==> config.mk <==
export PLATFORM = sky130hd
export DESIGN_NAME = unrom_bank_ctrl
export DESIGN_NICKNAME = d
export VERILOG_FILES = /design/src/rtl/unrom_pkg.sv /design/src/rtl/unrom_sync.sv /design/src/rtl/unrom_bank_ctrl.sv
export SDC_FILE = /design/constraint.sdc
export NUM_CORES = 1
export LEC_CHECK = 0
export BUFFER_PORTS_ARGS = -buffer_cell sky130_fd_sc_hd__buf_4
export CAP_MARGIN = 10
export CORE_UTILIZATION = 50
export DETAILED_ROUTE_END_ITERATION = 7
export HOLD_SLACK_MARGIN = 0.1
export PLACE_DENSITY = 0.81
export REMOVE_ABC_BUFFERS = 1
export SYNTH_ARGS = -nofsm -noshare
export SYNTH_HDL_FRONTEND = slang
export SYNTH_SLANG_ARGS = --single-unit
==> constraint.sdc <==
create_clock -name clk -period 2 [get_ports clk]
set_input_delay 0.1 -clock clk [delete_from_list [all_inputs] [get_ports clk]]
set_output_delay 0.1 -clock clk [all_outputs]
set_load 0.05 [all_outputs]
==> src/rtl/unrom_pkg.sv <==
// Shared definitions for the UNROM bank controller.
// Holds the FSM state encoding, the bus sample payload types, the
// synchronizer reset values that represent an idle bus, and a helper
// that returns the index of the fixed last bank.
package unrom_pkg;

    localparam int unsigned CNT_W  = 4;
    localparam int unsigned DATA_W = 8;

    typedef enum logic [1:0] {
        ST_IDLE   = 2'd0,
        ST_ARMED  = 2'd1,
        ST_COMMIT = 2'd2
    } state_t;

    // Control lines sampled from the cartridge bus
    typedef struct packed {
        logic m2;
        logic rw;
        logic romsel;
    } ctrl_t;

    // Data pair kept in lockstep with the control samples
    typedef struct packed {
        logic [DATA_W-1:0] cpu_d;
        logic [DATA_W-1:0] rom_d;
    } data_t;

    localparam int unsigned CTRL_W = $bits(ctrl_t);
    localparam int unsigned PAIR_W = $bits(data_t);

    // Idle bus: M2 low, read, /ROMSEL deasserted, data zero
    localparam ctrl_t CTRL_RST = '{m2: 1'b0, rw: 1'b1, romsel: 1'b1};
    localparam data_t DATA_RST = '{cpu_d: 8'h00, rom_d: 8'h00};

    // All-ones bank number for a register of the given width
    function automatic logic [15:0] last_bank(input int unsigned bits);
        return 16'((32'd1 << bits) - 32'd1);
    endfunction

endpackage

==> src/rtl/unrom_sync.sv <==
// Multi-stage flop synchronizer with a synchronous reset value.
// Ports: clk, rst (sync, active high), d (async input), q (synchronized).
module unrom_sync
    import unrom_pkg::*;
#(
    parameter int unsigned     WIDTH   = 1,
    parameter int unsigned     STAGES  = 2,
    parameter logic [WIDTH-1:0] RST_VAL = '0
) (
    input  logic             clk,
    input  logic             rst,
    input  logic [WIDTH-1:0] d,
    output logic [WIDTH-1:0] q
);

    logic [WIDTH-1:0] stage_q [STAGES];

    // Shift chain; stage 0 takes the raw input
    always_ff @(posedge clk) begin
        if (rst) begin
            for (int i = 0; i < int'(STAGES); i++) begin
                stage_q[i] <= RST_VAL;
            end
        end else begin
            stage_q[0] <= d;
            for (int i = 1; i < int'(STAGES); i++) begin
                stage_q[i] <= stage_q[i-1];
            end
        end
    end

    assign q = stage_q[STAGES-1];

endmodule

==> src/rtl/unrom_bank_ctrl.sv <==
// UNROM bank controller.
// Oversamples the CPU cartridge bus, qualifies writes to $8000-$FFFF with
// a minimum-length filter, applies optional bus-conflict masking and
// commits the bank number; drives the PRG high address lines.
// Ports:
//   clk, rst          system clock, synchronous active-high reset
//   m2, Ncpu_rw,      asynchronous CPU bus control
//   Ncpu_rom_cs
//   cpu_a14           selects switchable (0) or fixed last (1) bank
//   cpu_d, rom_d      CPU data and ROM data at the addressed byte
//   prg_a             PRG ROM high address (combinational)
//   bank_q            committed bank register
//   write_strobe      one-clk pulse per commit
//   busy              controller not idle
module unrom_bank_ctrl
    import unrom_pkg::*;
#(
    parameter int unsigned BANK_BITS    = 4,
    parameter int unsigned SYNC_STAGES  = 2,
    parameter int unsigned MIN_LOW      = 3,
    parameter bit          BUS_CONFLICT = 1'b1
) (
    input  logic                 clk,
    input  logic                 rst,
    input  logic                 m2,
    input  logic                 Ncpu_rw,
    input  logic                 Ncpu_rom_cs,
    input  logic                 cpu_a14,
    input  logic [7:0]           cpu_d,
    input  logic [7:0]           rom_d,
    output logic [BANK_BITS-1:0] prg_a,
    output logic [BANK_BITS-1:0] bank_q,
    output logic                 write_strobe,
    output logic                 busy
);

    localparam logic [BANK_BITS-1:0] LAST = BANK_BITS'(last_bank(BANK_BITS));
    localparam logic [CNT_W-1:0]     SAT  = CNT_W'(MIN_LOW);

    ctrl_t                 ctrl_raw;
    ctrl_t                 s_ctrl;
    data_t                 data_raw;
    data_t                 s_data;
    state_t                state;
    state_t                state_next;
    logic [CNT_W-1:0]      cnt;
    logic [CNT_W-1:0]      cnt_next_c;
    logic                  qualify_c;
    logic                  load_cand_c;
    logic                  commit_c;
    logic [DATA_W-1:0]     cand_src_c;
    logic [BANK_BITS-1:0]  cand;

    assign ctrl_raw = '{m2: m2, rw: Ncpu_rw, romsel: Ncpu_rom_cs};
    assign data_raw = '{cpu_d: cpu_d, rom_d: rom_d};

    unrom_sync #(
        .WIDTH   (CTRL_W),
        .STAGES  (SYNC_STAGES),
        .RST_VAL (CTRL_RST)
    ) u_sync_ctrl (
        .clk (clk),
        .rst (rst),
        .d   (ctrl_raw),
        .q   (s_ctrl)
    );

    // Same depth as the control path so data stays aligned with its samples
    unrom_sync #(
        .WIDTH   (PAIR_W),
        .STAGES  (SYNC_STAGES),
        .RST_VAL (DATA_RST)
    ) u_sync_data (
        .clk (clk),
        .rst (rst),
        .d   (data_raw),
        .q   (s_data)
    );

    // Qualifying sample: write with /ROMSEL low during M2 high
    assign qualify_c  = !s_ctrl.romsel && !s_ctrl.rw && s_ctrl.m2;
    assign cnt_next_c = !qualify_c   ? '0 :
                        (cnt >= SAT) ? SAT : cnt + CNT_W'(1);

    assign cand_src_c = BUS_CONFLICT ? (s_data.cpu_d & s_data.rom_d) : s_data.cpu_d;

    // State and low-counter registers
    always_ff @(posedge clk) begin
        if (rst) begin
            state <= ST_IDLE;
            cnt   <= '0;
        end else begin
            state <= state_next;
            cnt   <= cnt_next_c;
        end
    end

    // Next state; a /ROMSEL rise wins over a simultaneous R/W rise
    always_comb begin
        state_next = state;
        case (state)
            ST_IDLE: begin
                if (cnt_next_c == SAT) state_next = ST_ARMED;
            end
            ST_ARMED: begin
                if (s_ctrl.romsel)  state_next = ST_COMMIT;
                else if (s_ctrl.rw) state_next = ST_IDLE;
            end
            ST_COMMIT: state_next = ST_IDLE;
            default:   state_next = ST_IDLE;
        endcase
    end

    // Datapath controls; candidate is frozen while M2 is low
    always_comb begin
        load_cand_c = 1'b0;
        commit_c    = 1'b0;
        case (state)
            ST_IDLE:  load_cand_c = (state_next == ST_ARMED);
            ST_ARMED: begin
                load_cand_c = s_ctrl.m2 && !s_ctrl.romsel && !s_ctrl.rw;
                commit_c    = (state_next == ST_COMMIT);
            end
            default: ;
        endcase
    end

    // Bank register and status outputs; both update on entry to COMMIT
    always_ff @(posedge clk) begin
        if (rst) begin
            cand         <= '0;
            bank_q       <= '0;
            write_strobe <= 1'b0;
            busy         <= 1'b0;
        end else begin
            if (load_cand_c) cand   <= BANK_BITS'(cand_src_c);
            if (commit_c)    bank_q <= cand;
            write_strobe <= commit_c;
            busy         <= (state_next != ST_IDLE);
        end
    end

    assign prg_a = cpu_a14 ? LAST : bank_q;

endmodule
## Yosys cells after proc, flatten, opt, wreduce, memory -nomap -nowiden

Memory sizes are Yosys's and may differ from the RTL's.
Index checks and enable logic that the tools add are counted.

- Add/sub/neg operators: 1
- Multiply operators: 0
- Div/mod/pow operators: 0
- $lt $le $gt $ge: 1
- Equal/unequal tests: 4
- Shifts and indexed selects: 0
- Mux-type cells: 16
- Bitwise gates (word level): 5
- Reductions and logical operators: 8

Operators by type and width:

| kind | number |
|---|---|
| 16-bit 2-to-1 mux | 2 |
| 4-bit 2-to-1 mux | 3 |
| 2-bit 2-to-1 mux | 3 |
| 3-bit 2-to-1 mux | 2 |
| 4-bit by 1-bit adder with 4-bit output (second input constant) | 1 |
| 4-bit bitwise AND | 1 |
| 2-bit by 1-bit == test with 1-bit output (second input constant) | 2 |
| 4-bit by 2-bit == test with 1-bit output (second input constant) | 1 |
| 4-bit by 2-bit >= comparator with 1-bit output (second input constant) | 1 |
| 1-bit logical AND | 4 |
| 1-bit 2-to-1 mux | 4 |
| 1-bit OR | 4 |
| 2-bit one-hot mux with 2 select lines | 1 |
| 2-bit == test (second input constant) | 1 |
| 1-bit logical NOT | 2 |
| 2-bit logical NOT | 1 |
| 1-bit one-hot mux with 2 select lines | 1 |
| 2-bit nonzero test | 1 |

- Flip-flop bits (word level): 16
- Latch bits: 0
- Bits in writable memories: 38
- ROM bits: 0
- Bits of input ports: 22
- Output and inout port bits: 10
- Word-level logic and storage cells: 43
- Memories kept: 2

Memories:

| memory | words | bits a word | rd ports | clocked after memory_dff | wr ports | line | source |
|---|---|---|---|---|---|---|---|
| u_sync_data.stage_q | 2 | 16 | 2 | 0 | 2 | unrom_sync.sv:16 | `logic [WIDTH-1:0] stage_q [STAGES];` |
| u_sync_ctrl.stage_q | 2 | 3 | 2 | 0 | 2 | unrom_sync.sv:16 |  |

## Longest topological paths before layout

Gate-level depths: netlist (run 1).

- Depth in word-level cells: 9
- Depth in mapped cells: 4
- Depth with buffers taken out: 4

## Hierarchy

Synthesis (run 1) repeated with hierarchy kept, for this count alone.

- Cells, all modules: 163
- Area total of the unflattened synthesis: 1800.5 sq um

By module, submodules not included:

| module | times used | cells each | area each (sq um) | sequential area each (sq um) |
|---|---|---|---|---|
| unrom_sync (u_sync_data) | 1 | 83 | 983.4 | 640.6 |
| unrom_bank_ctrl | 1 | 65 | 636.9 | 320.3 |
| unrom_sync (u_sync_ctrl) | 1 | 15 | 180.2 | 120.1 |

## Worst setup path before layout (run 1)

OpenSTA, ideal clock, no wires.

- Kind: reg-to-reg
- Start point: register cnt[0]
- End point: register cand[0]
- Library setup time: 0.125 ns
- Arrival time: 1.316 ns
- Data required time: 1.875 ns
- Slack: 0.559 ns
- Stages on the path, launching flop included: 5
- Buffers on the path: 0
- Period minus slack after synthesis: 1.441 ns
- Cell sequence: dfxtp_1 > ha_1 > or3_4 > o31a_1 > mux2i_1

- Longest elaborated chain between the ends: 8
- Elaborated cells between the ends (all ways): 9
- Classes of those cells: 1 x add/sub; 1 x order compare; 2 x eq/ne; 5 x mux

Ends and longest elaborated chain:

| element | line | source |
|---|---|---|
| start, declared | unrom_bank_ctrl.sv:46 | `logic [CNT_W-1:0] cnt;` |
| start signal, assigned | unrom_bank_ctrl.sv:94 | `cnt <= cnt_next_c;` |
| 4-bit by 1-bit adder with 4-bit output or 4-bit by 2-bit >= comparator with 1-bit output (tied branches) | unrom_bank_ctrl.sv:83 | `(cnt >= SAT) ? SAT : cnt + CNT_W'(1);` |
| 4-bit 2-to-1 mux * | unrom_bank_ctrl.sv:83 |  |
| 4-bit 2-to-1 mux * | unrom_bank_ctrl.sv:82 | `assign cnt_next_c = !qualify_c ? '0 :` |
| 4-bit by 2-bit == test with 1-bit output * | unrom_bank_ctrl.sv:103 | `if (cnt_next_c == SAT) state_next = ST_ARMED;` |
| 2-bit 2-to-1 mux * | unrom_bank_ctrl.sv:103 |  |
| 2-bit one-hot mux with 2 select lines * | unrom_bank_ctrl.sv:101 | `case (state)` |
| 2-bit by 1-bit == test with 1-bit output * | unrom_bank_ctrl.sv:119 | `ST_IDLE: load_cand_c = (state_next == ST_ARMED);` |
| 1-bit one-hot mux with 2 select lines * | unrom_bank_ctrl.sv:118 | `case (state)` |
| end signal, assigned | unrom_bank_ctrl.sv:136 | `if (load_cand_c) cand <= BANK_BITS'(cand_src_c);` |
| end, declared | unrom_bank_ctrl.sv:52 | `logic [BANK_BITS-1:0] cand;` |

Mark *: on every way between the ends. The rest lies on a longest branch, timed or not.
A chain may end at the register's enable or synchronous reset.

## Worst setup path in the final report (run 1)

- Start point: register cnt[0]
- End point: register cand[3]

The elaborated chain is that of the path after synthesis.

==> results of run 1 <==
[layout make-up]
cell class	count	area share (%)
flip-flops and latches	38	48.22
well taps	28	2.220
clock buffers	7	2.855
inverters	2	0.4758
repair buffers	34	17.92
multi-input cells	68	28.31
[critical path, delay by kind of cell (launching register included)]
kind            cells  cell delay (ns)
mux                 1             0.15
compound gates      1             0.38
simple gates        1             0.35
flops               1             0.34
fa+ha+maj           1             0.21
[through the flow]
| stage | utilization (%) | setup WS, ns | instance area, um2 | total power, W |
|---|---|---|---|---|
| after CTS | 69.98 | 0.4491 | 1578 | 0.001233 |
| after detailed placement | 63.10 | 0.4666 | 1423 | 0.0008803 |
| after floorplan | - | 0.5588 | 1215 | 0.0008416 |
| final | 69.98 | 0.4537 | 1578 | 0.001219 |
| after global placement | 63.10 | 0.5022 | 1423 | 0.0008766 |
| after global routing | 69.98 | 0.3991 | 1578 | 0.001280 |
[cell families (layout without fill, tap and decap cells)]
kind of cell / after synthesis / count (layout) / share of synthesized area (%)
AOI/OAI and AO/OA: 7 / 7 / 3.673
adders and majority gates: 1 / 1 / 1.020
buffers and inverters: 6 / 43 / 1.837
DFF: 38 / 38 / 62.04
muxes: 8 / 8 / 6.531
other: 1 / 2 / 0.3058
and+or+nand+nor: 50 / 50 / 24.59
[where the power goes]
group | total, W | internal, W | switching (W)
clock | 0.000340 | 0.000133 | 0.000207
sequential | 0.000786 | 0.000779 | 0.00000661
combinational | 0.0000934 | 0.0000536 | 0.0000398
[Yosys cell counts (all sizes together), types with 2 or more instances]
cell type   n  area [um2]
a21oi       3       15.01
clkbuf      4       15.01
dfxtp      38       760.7
inv         2       7.510
mux2i       8       80.08
nand2b      5       31.28
nand3b      5       37.54
nor2        8       30.03
nor2b      19       118.9
nor3        2       10.01
or2         8       50.05
[metal layers]
metal / wire, um / vias up
li1: - / 431
met2: 902 / 19
met4: 27 / 0
met5: 0 / -
met3: 70 / 4
met1: 788 / 380
[path summary, 6_finish.rpt]
path / endpoint / slack, ns / depth (start not counted)
worst max-delay path: cand[3]$_SDFFE_PP0P_ / 0.45 / 4
worst min-delay path: bank_q[0]$_SDFFE_PP0P_ / 0.15 / 2
worst max register to register: cand[3]$_SDFFE_PP0P_ / 0.45 / 4
worst min register to register: u_sync_ctrl.stage_q[0][4]$_SDFF_PP1_ / 0.41 / 1
[timing repair]
action / CTS / global route
endpoints found under the hold margin: 11 / 0
hold buffers: 11 / 0
endpoints found under the setup margin: 0 / 0
[state kept, by name, indices dropped and copies added, names as in the netlist]
register,cells
bank_q,4
cnt,4
state,2
u_sync_ctrl.stage_q,6
u_sync_data.stage_q,16
cand,4
write_strobe,1
busy,1
==> impl_results.md, run 1 <==
* Status: completed
* Worst path max stage delay at 0.38 ns
* Grt met2 use at 30.52%
* Max_cap viols at 0
* Worst min path class: in -> reg
* Slowest stage cell, crit path: o31a_1
* ANT cells at 0
* Main synth FF type: dfxtp_1
* Peak VDD IR at 584.7 uV
* Crit Path Class: reg -> reg
* Sequential share of the synthesized area at 62.04%
* PD cells at 772.6 mW/mm2
* Global-route wire length before repair at 3105 um
* Post-route DRC violation count at 0
* Average instance area after synthesis at 11.05 um2
* Initial antenna violation count at 0
* CP required at 2.21 ns
* H-tree depth at 2
* CTS root buf: clkbuf_4
* Met3 Usage GRT at 5.263%
* CP Max Fanout at 4
* Die Ht at 51.52 um
* Fmax at 646.7 MHz
* RSZ-0062 raised after global routing: false
* Multi-input logic area at 446.7 um2
* Synth async-reset ratio at 0%
* Most common cell after layout, fill and taps aside: dfxtp_1
* Final hold slack at 0.1534 ns
* Pre-antenna DRT Iters at 4
* Crit Reg-Reg Startpoint: cnt[0]$_SDFF_PP0_
* Worst-path clk slew at 0.10 ns
* Nets at 172
* Crit-path cells: ha_1 > or3_4 > o31a_1 > mux2i_1
* Met1 usage at 15.54%
* # resized after CTS at 0
* Worst setup SP type: register
* Final wirelength at 1787 um
* Crit path time final at 1.546 ns
* Clk_lat worst skew at 0.32 ns
* Syn Inst Count at 111
* Crit share post-route at 77.31%
* Crit end category: register
* # fillers at 175
* I/O pin count at 32
* FF/Latch Area at 760.7 um2
* Post-Syn Area at 0.001226 mm2
* Yosys warns at 0
* Die W at 51.52 um
* Residual overflow from global routing at 0
* Setup bufs post-CTS at 0
* Core ar. at 0.002255 mm2
* Initial Util at 54.38%
* Placed insts at 159
* Rows at 17
* Final setup viols at 0
* Synthesized flop and latch total at 38
* Gr busiest metal: met2
* Final hold violation count at 0
* DP HPWL at 1150 um
* Layout cells sized above 1 at 24.83%
* Post-route ant nets at 0
* Num CTS Buffers at 5
* Setup TNS at 0 ns
* RePlAce Congestion at 0.7621
* CTS sink cnt at 38
* Clk_skew at 0.008099 ns
* Clock buffer depth at 2
* Netlist cell types at 20
* Critical Path AT at 1.75 ns
* Final Slew Violations at 0
* Routed via count at 834
* IO buf count at 23
* Number of synthesized flops with an enable pin at 0
* CTS tree: built
* Area Overhead vs Synth at 28.67%
* Commonest non-fill, non-tap cells in the layout: dfxtp_1 (38), buf_4 (23), nor2b_1 (19), dlygate4sd3_1 (11)
* Critical path startpoint: cnt[0]$_SDFF_PP0_
* Die area at 0.002654 mm2
* Mean routed wirelength per cell at 10.10 um
* Starting DRT DRC Count at 8
* Largest net degree at the start of global routing at 39
* Hold path start: rst
* Vias in the first global route at 819
* Fin cells at 177
* LEAKAGE at 0.6812 nW
* DR vias/cell at 4.712
* Tot GR Track Use at 16.42%
Note: power is estimated with default switching activity, not from simulation.
==> run 2: changes to the inputs <==
--- a/config.mk
+++ b/config.mk
@@ -5,6 +5,7 @@
 export SDC_FILE = /design/constraint.sdc
 export NUM_CORES = 1
 export LEC_CHECK = 0
+export ABC_AREA = 1
 export BUFFER_PORTS_ARGS = -buffer_cell sky130_fd_sc_hd__buf_4
 export CAP_MARGIN = 10
 export CORE_UTILIZATION = 50
==> constraint.sdc (replaced) <==
create_clock -name clk -period 1.45 [get_ports clk]
set_input_delay 0.0725 -clock clk [delete_from_list [all_inputs] [get_ports clk]]
set_output_delay 0.0725 -clock clk [all_outputs]
set_load 0.05 [all_outputs]
==> impl_results.md, run 2 <==
* Simple-Gate Fraction of Synth Area at 24.49% (-0.10 points)
* Nets at 218 (+27%)
* Post-Syn Area at 0.001282 mm2 (+4.6%)
* Crit Path Class: reg -> reg
* Crit end category: register
* Crit path time final at 1.368 ns (-0.1780 ns)
* Yosys warns at 0 (unchanged)
* Num CTS Buffers at 5 (unchanged)
* PD cells at 1036 mW/mm2 (+34%)
* Clk_lat worst skew at 0.34 ns (+0.02 ns)
* Fmax at 730.8 MHz (+13%)
* CP Max Fanout at 7 (+3)
* Residual overflow from global routing at 0 (unchanged)
* IO buf count at 23 (unchanged)
* Layout cells sized above 1 at 23.98% (-0.85 points)
* Hold Path Depth at 2 (unchanged)
* Worst path max stage delay at 0.34 ns (-0.04 ns)
* Post-Synth XOR/XNOR Area at 0% (unchanged)
* Syn Inst Count at 147 (+32%)
* Clk_skew at 0.003466 ns (-0.004633 ns)
* Main combinational cell family by area after synthesis: simple AND/OR/NAND/NOR gates
* Status: completed
* Final setup viols at 0 (unchanged)
* Crit-path cells: ha_1 > nand3b_2 > nand3_4 > nand2_2 > nor2_1 > nor2_2
* CTS sink cnt at 38 (unchanged)
* Final hold violation count at 0 (unchanged)
* Sequential share of the synthesized area at 59.32% (-2.7 points)
* LEAKAGE at 0.8396 nW (+23%)
* Worst setup SP type: register
* FF/Latch Area at 760.7 um2 (unchanged)
* CP top delay family: simple AND/OR/NAND/NOR gates
* Core ar. at 0.002318 mm2 (+2.8%)
* Most frequent cell after synthesis: dfxtp_1
* Most common cell after layout, fill and taps aside: dfxtp_1
* H-tree depth at 2 (unchanged)
* Clock buffer depth at 2 (unchanged)
* Multi-input logic area at 402.9 um2 (-9.8%)
* Area Overhead vs Synth at 36.20%
* Tot GR Track Use at 19.73% (+3.3 points)
* Multiplexer area fraction after synthesis at 0% (-6.5 points)
* Die Ht at 52.65 um (+2.2%)
* Worst min path class: reg -> reg
* Post-Synth Adder-Cell Area at 0.9756% (-0.045 points)
* Worst-path clk slew at 0.11 ns (about the same)
* Synthesized flop and latch total at 38 (unchanged)
* Critical path depth at 6 (+2)
* Slowest stage cell, crit path: dfxtp_1
* DR vias/cell at 4.411 (-6.4%)
* Clock Power Share at 31.2% (+3.3 points)
* Synth async-reset ratio at 0% (unchanged)
* R2R cell count at 6 (+2)
* Die area at 0.002772 mm2 (+4.4%)
* Setup TNS at 0 ns (unchanged)
* Ranking of synthesized cells by area: dfxtp_1 (59%), inv_1 (8.2%), nor2_1 (7.6%)
* Internal power at 0.001395 W (+44%)
* Final wirelength at 2243 um (+26%)
* Rows at 17 (unchanged)
* Die W at 52.65 um (+2.2%)
* I/O pin count at 32 (unchanged)
* CTS root buf: clkbuf_4
* Top Registers: u_sync_data.stage_q x16, u_sync_ctrl.stage_q x6
* Max FFs per register at 16 (unchanged)
* CP required at 1.70 ns (-0.51 ns)
* Combinational group share of total power at 8.9% (+1.2 points)
* Largest reg by FF count: u_sync_data.stage_q
* Post-route DRC violation count at 0 (unchanged)
* Mean routed wirelength per cell at 10.01 um (-0.82%)
* Netlist cell types at 19 (-5.0%)
* Critical Path AT at 1.61 ns (-0.14 ns)
* Main synth FF type: dfxtp_1
* DP HPWL at 1247 um (+8.4%)
* Largest net degree at the start of global routing at 30 (-23%)
* Starting DRT DRC Count at 16 (+8)
* Vias in the first global route at 874 (+6.7%)
* Crit share post-route at 94.37% (+17 points)
* ANT cells at 0 (unchanged)
* Average instance area after synthesis at 8.724 um2 (-21%)
* Synth Area in Compound Gates at 5.171% (+1.5 points)
* Peak VDD IR at 1297 uV (+120%)
* Switch share at 22.90% (+2.1 points)
* Post-synth top cells: dfxtp_1 (38), inv_1 (28), nor2_1 (26)
* RePlAce Congestion at 0.7861 (+3.1%)
* Sequential share of power at 60.0% (-4.4 points)
* Total power draw at 0.001809 W (+48%)
* Global-route wire length before repair at 3698 um (+19%)
* Share of the synthesized area in the top cell type at 59.32% (-2.7 points)
* CP Buf/Inv Count at 0 (unchanged)
* Routed via count at 988 (+18%)
* Dominant cell type by area after synthesis: dfxtp_1
* Initial Util at 55.32% (+0.93 points)
* Setup bufs post-CTS at 0 (unchanged)
* Final Slew Violations at 0 (unchanged)
* Number of synthesized flops with an enable pin at 0 (unchanged)
* Initial antenna violation count at 0 (unchanged)
* RSZ-0062 raised after global routing: false
* CTS tree: built
* Pre-antenna DRT Iters at 4 (unchanged)
* Post-route ant nets at 0 (unchanged)
* # fillers at 156 (-11%)
* Max_cap viols at 0 (unchanged)
* Switch Pwr at 0.0004141 W (+63%)
* Commonest non-fill, non-tap cells in the layout: dfxtp_1 (38), inv_1 (28), nor2_1 (25), buf_4 (23), dlygate4sd3_1 (21)
## run 2: path summary, 6_finish.rpt
kind | from | end | slack (ns)
max | cnt[0]$_SDFF_PP0_ | cand[2]$_SDFFE_PP0P_ | 0.08
min | u_sync_ctrl.stage_q[0][2]$_SDFF_PP0_ | u_sync_ctrl.stage_q[0][5]$_SDFF_PP0_ | 0.41
max reg2reg | cnt[0]$_SDFF_PP0_ | cand[2]$_SDFFE_PP0P_ | 0.08
min reg2reg | u_sync_ctrl.stage_q[0][2]$_SDFF_PP0_ | u_sync_ctrl.stage_q[0][5]$_SDFF_PP0_ | 0.41
## run 2: power groups by stage
stage / clock network [W] / registers (W) / logic (W)
finish: 0.000564 / 0.00108 / 0.000160
global route: 0.000613 / 0.00109 / 0.000175
CTS: 0.000564 / 0.00108 / 0.000155
detailed placement: 0 / 0.00111 / 0.000111
global placement: 0 / 0.00111 / 0.000106
floorplan: 0 / 0.00111 / 0.0000587
## run 2: per-layer routing
metal,vias to the layer above,track usage (%),routed length [um]
met2,27,35.86,1147
li1,520,-,-
met3,3,6.957,92
met1,438,20.25,971
met5,-,0,0
met4,0,7.895,31
## run 2: cells by family (layout without fill, tap and decap cells)
kind of cell | count (synthesis) | after routing
simple gates | 63 | 63
flops | 38 | 38
buf+inv | 32 | 80
compound gates | 12 | 12
fa+ha+maj | 1 | 1
other cells | 1 | 2
## run 2: repair_timing
action                                  4_1_cts  5_1_grt
gates resized for setup                       0        1
hold buffers                                 21        0
endpoints found under the setup margin        0        1
endpoints found under the hold margin        22        0
## run 2: final cells by class
cell class	instances	area share, %
clock buffer	7	3.152
tap	28	2.006
clock inverter	1	0.2865
sequential	38	43.55
multi-input combinational	78	23.07
timing repair buffer	44	21.92
inverter	28	6.017
## run 2: worst register-to-register path, delay by kind of cell (launching register included)
kind / cells / cell delay [ns]
adders and majority gates: 1 / 0.29
and+or+nand+nor: 5 / 0.65
DFF: 1 / 0.34
## run 2: metrics by stage
stage / setup slack [ns] / hold slack [ns] / area, um2 / instances / util, %
5_1_grt: 0.001769 / 0.4233 / 1747 / 224 / 75.34
3_3_place_gp: 0.1586 / 0.2570 / 1474 / 195 / 63.57
6_report: 0.08167 / 0.4096 / 1747 / 224 / 75.34
3_5_place_dp: 0.09375 / 0.2591 / 1474 / 195 / 63.57
2_1_floorplan: 0.2009 / 0.1416 / 1266 / 144 / -
4_1_cts: 0.08263 / 0.3994 / 1744 / 224 / 75.23
==> run 3: changes to the inputs <==
==> constraint.sdc (replaced) <==
create_clock -name clk -period 1.5 [get_ports clk]
set_input_delay 0.075 -clock clk [delete_from_list [all_inputs] [get_ports clk]]
set_output_delay 0.075 -clock clk [all_outputs]
set_load 0.05 [all_outputs]
==> impl_results.md, run 3 (synthesis gave the netlist of run 2 again) <==
* Top Registers: u_sync_data.stage_q x16, u_sync_ctrl.stage_q x6
* Crit path time final at 1.369 ns
* Setup TNS at 0 ns (unchanged)
* Post-placement setup slack at 0.1381 ns (+0.04431 ns)
* Final Slew Violations at 0 (unchanged)
* Multi-input logic area at 411.6 um2 (+2.2%)
* Crit share post-route at 91.26%
* FF/Latch Area at 760.7 um2 (unchanged)
* Final hold violation count at 0 (unchanged)
* Post-route DRC violation count at 0 (unchanged)
* Initial Util at 55.32% (unchanged)
* Setup bufs post-CTS at 0 (unchanged)
* Hold path start: u_sync_ctrl.stage_q[0][2]$_SDFF_PP0_
* Rows at 17 (unchanged)
* Mean routed wirelength per cell at 9.933 um (-0.80%)
* Status: completed
* Crit Reg-Reg Startpoint: cnt[0]$_SDFF_PP0_
* Nets at 218 (unchanged)
* Routed via count at 989 (+0.10%)
* Clock buffer depth at 2 (unchanged)
* Final setup viols at 0 (unchanged)
* Area Overhead vs Synth at 36.88%
* CTS root buf: clkbuf_4
* I/O pin count at 32 (unchanged)
* Residual overflow from global routing at 0 (unchanged)
* Starting DRT DRC Count at 10 (-6)
* # fillers at 169 (+8.3%)
* Final wirelength at 2225 um (-0.80%)
* Die area at 0.002772 mm2 (unchanged)
* Tot GR Track Use at 19.41% (-0.32 points)
* Worst setup margin at 0.1312 ns (+0.04950 ns)
* ANT cells at 0 (unchanged)
* Peak VDD IR at 842.9 uV (-35%)
* Clk_lat worst skew at 0.33 ns (about the same)
* Post-route ant nets at 0 (unchanged)
* CP required at 1.73 ns (+0.03 ns)
* Design Area, Final at 0.001755 mm2 (+0.50%)
* Layout cells sized above 1 at 23.98% (unchanged)
* RSZ-0062 raised after global routing: false
* LEAKAGE at 0.8403 nW (about the same)
* Crit Path Class: in -> reg
* Vias in the first global route at 906 (+3.7%)
* Die Ht at 52.65 um (unchanged)
* CTS sink cnt at 38 (unchanged)
* Worst-path clk slew at 0.11 ns (about the same)
* Largest net degree at the start of global routing at 30 (unchanged)
* Pre-antenna DRT Iters at 4 (unchanged)
* RePlAce Congestion at 0.7869 (+0.10%)
* Initial antenna violation count at 0 (unchanged)
* Worst min path class: reg -> reg
* CP Max Fanout at 29 (+22)
* Clk_skew at 0.01202 ns (+0.008555 ns)
* Fmax at 730.6 MHz
* Max_cap viols at 0 (unchanged)
* Num CTS Buffers at 5 (unchanged)
* Critical Path AT at 1.60 ns (about the same)
* Core ar. at 0.002318 mm2 (unchanged)
* PD cells at 995.0 mW/mm2 (-3.9%)
* Critical path startpoint: rst
* Commonest non-fill, non-tap cells in the layout: dfxtp_1 (38), inv_1 (28), nor2_1 (25), buf_4 (23), dlygate4sd3_1 (21)
* DP HPWL at 1242 um (-0.45%)
* Final Util at 75.72% (+0.38 points)
* IO buf count at 23 (unchanged)
* Die W at 52.65 um (unchanged)
* Largest reg by FF count: u_sync_data.stage_q
* Global-route wire length before repair at 3636 um (-1.7%)
* Worst setup SP type: input port
* CTS tree: built
* Most common cell after layout, fill and taps aside: dfxtp_1
* H-tree depth at 2 (unchanged)
* Cell Area, Placed at 0.001474 mm2 (unchanged)
* DR vias/cell at 4.415 (+0.10%)
* Max FFs per register at 16 (unchanged)
* Crit end category: register
[run 3: worst max-delay path, cell delays in order]
cell and delay [ns]:
dlygate4sd3_1 0.53, buf_4 0.28, nor2_1 0.11, dlygate4sd3_1 0.59
[run 3: stage by stage]
stage	power, W	hold slack (ns)	cells
final	0.001747	0.4088	224
after global routing	0.001807	0.4229	224
after CTS	0.001740	0.4081	224
after detailed placement	0.001179	0.2611	195
after global placement	0.001173	0.2595	195
after floorplan	0.001127	0.1441	144
[run 3: path summary, 6_finish.rpt]
path	slack, ns	to	cells past startpoint
min	0.41	u_sync_ctrl.stage_q[0][5]$_SDFF_PP0_	2
min reg2reg	0.41	u_sync_ctrl.stage_q[0][5]$_SDFF_PP0_	2
max	0.13	u_sync_data.stage_q[0][10]$_SDFF_PP0_	4
max reg2reg	0.19	cand[3]$_SDFFE_PP0P_	6
[run 3: area by class of cell]
cell class | count | area share [%]
Tap cell | 28 | 1.996
Sequential cell | 38 | 43.34
Inverter | 28 | 5.987
Multi-Input combinational cell | 78 | 23.45
Clock buffer | 7 | 3.136
Timing Repair Buffer | 44 | 21.81
Clock inverter | 1 | 0.2851
[run 3: power by group]
part | internal (W) | switching [W]
Sequential | 0.00104 | 0.00000937
Clock | 0.000227 | 0.000315
Combinational | 0.0000823 | 0.0000738
[run 3: timing repair]
| item | CTS | global route |
|---|---|---|
| hold buffers | 21 | 0 |
| gates resized for setup | 0 | 2 |
| hold endpoints to repair | 25 | 0 |
| setup endpoints to repair | 0 | 1 |
[run 3: per-layer routing]
layer,vias to the layer above,wire (um),part of all wire [%],GRT usage (%)
li1,525,-,-,-
met1,434,948,43,18.58
met2,27,1169,53,37.34
met3,3,85,3.8,6.087
met4,0,22,0.99,7.895
met5,-,0,0,0
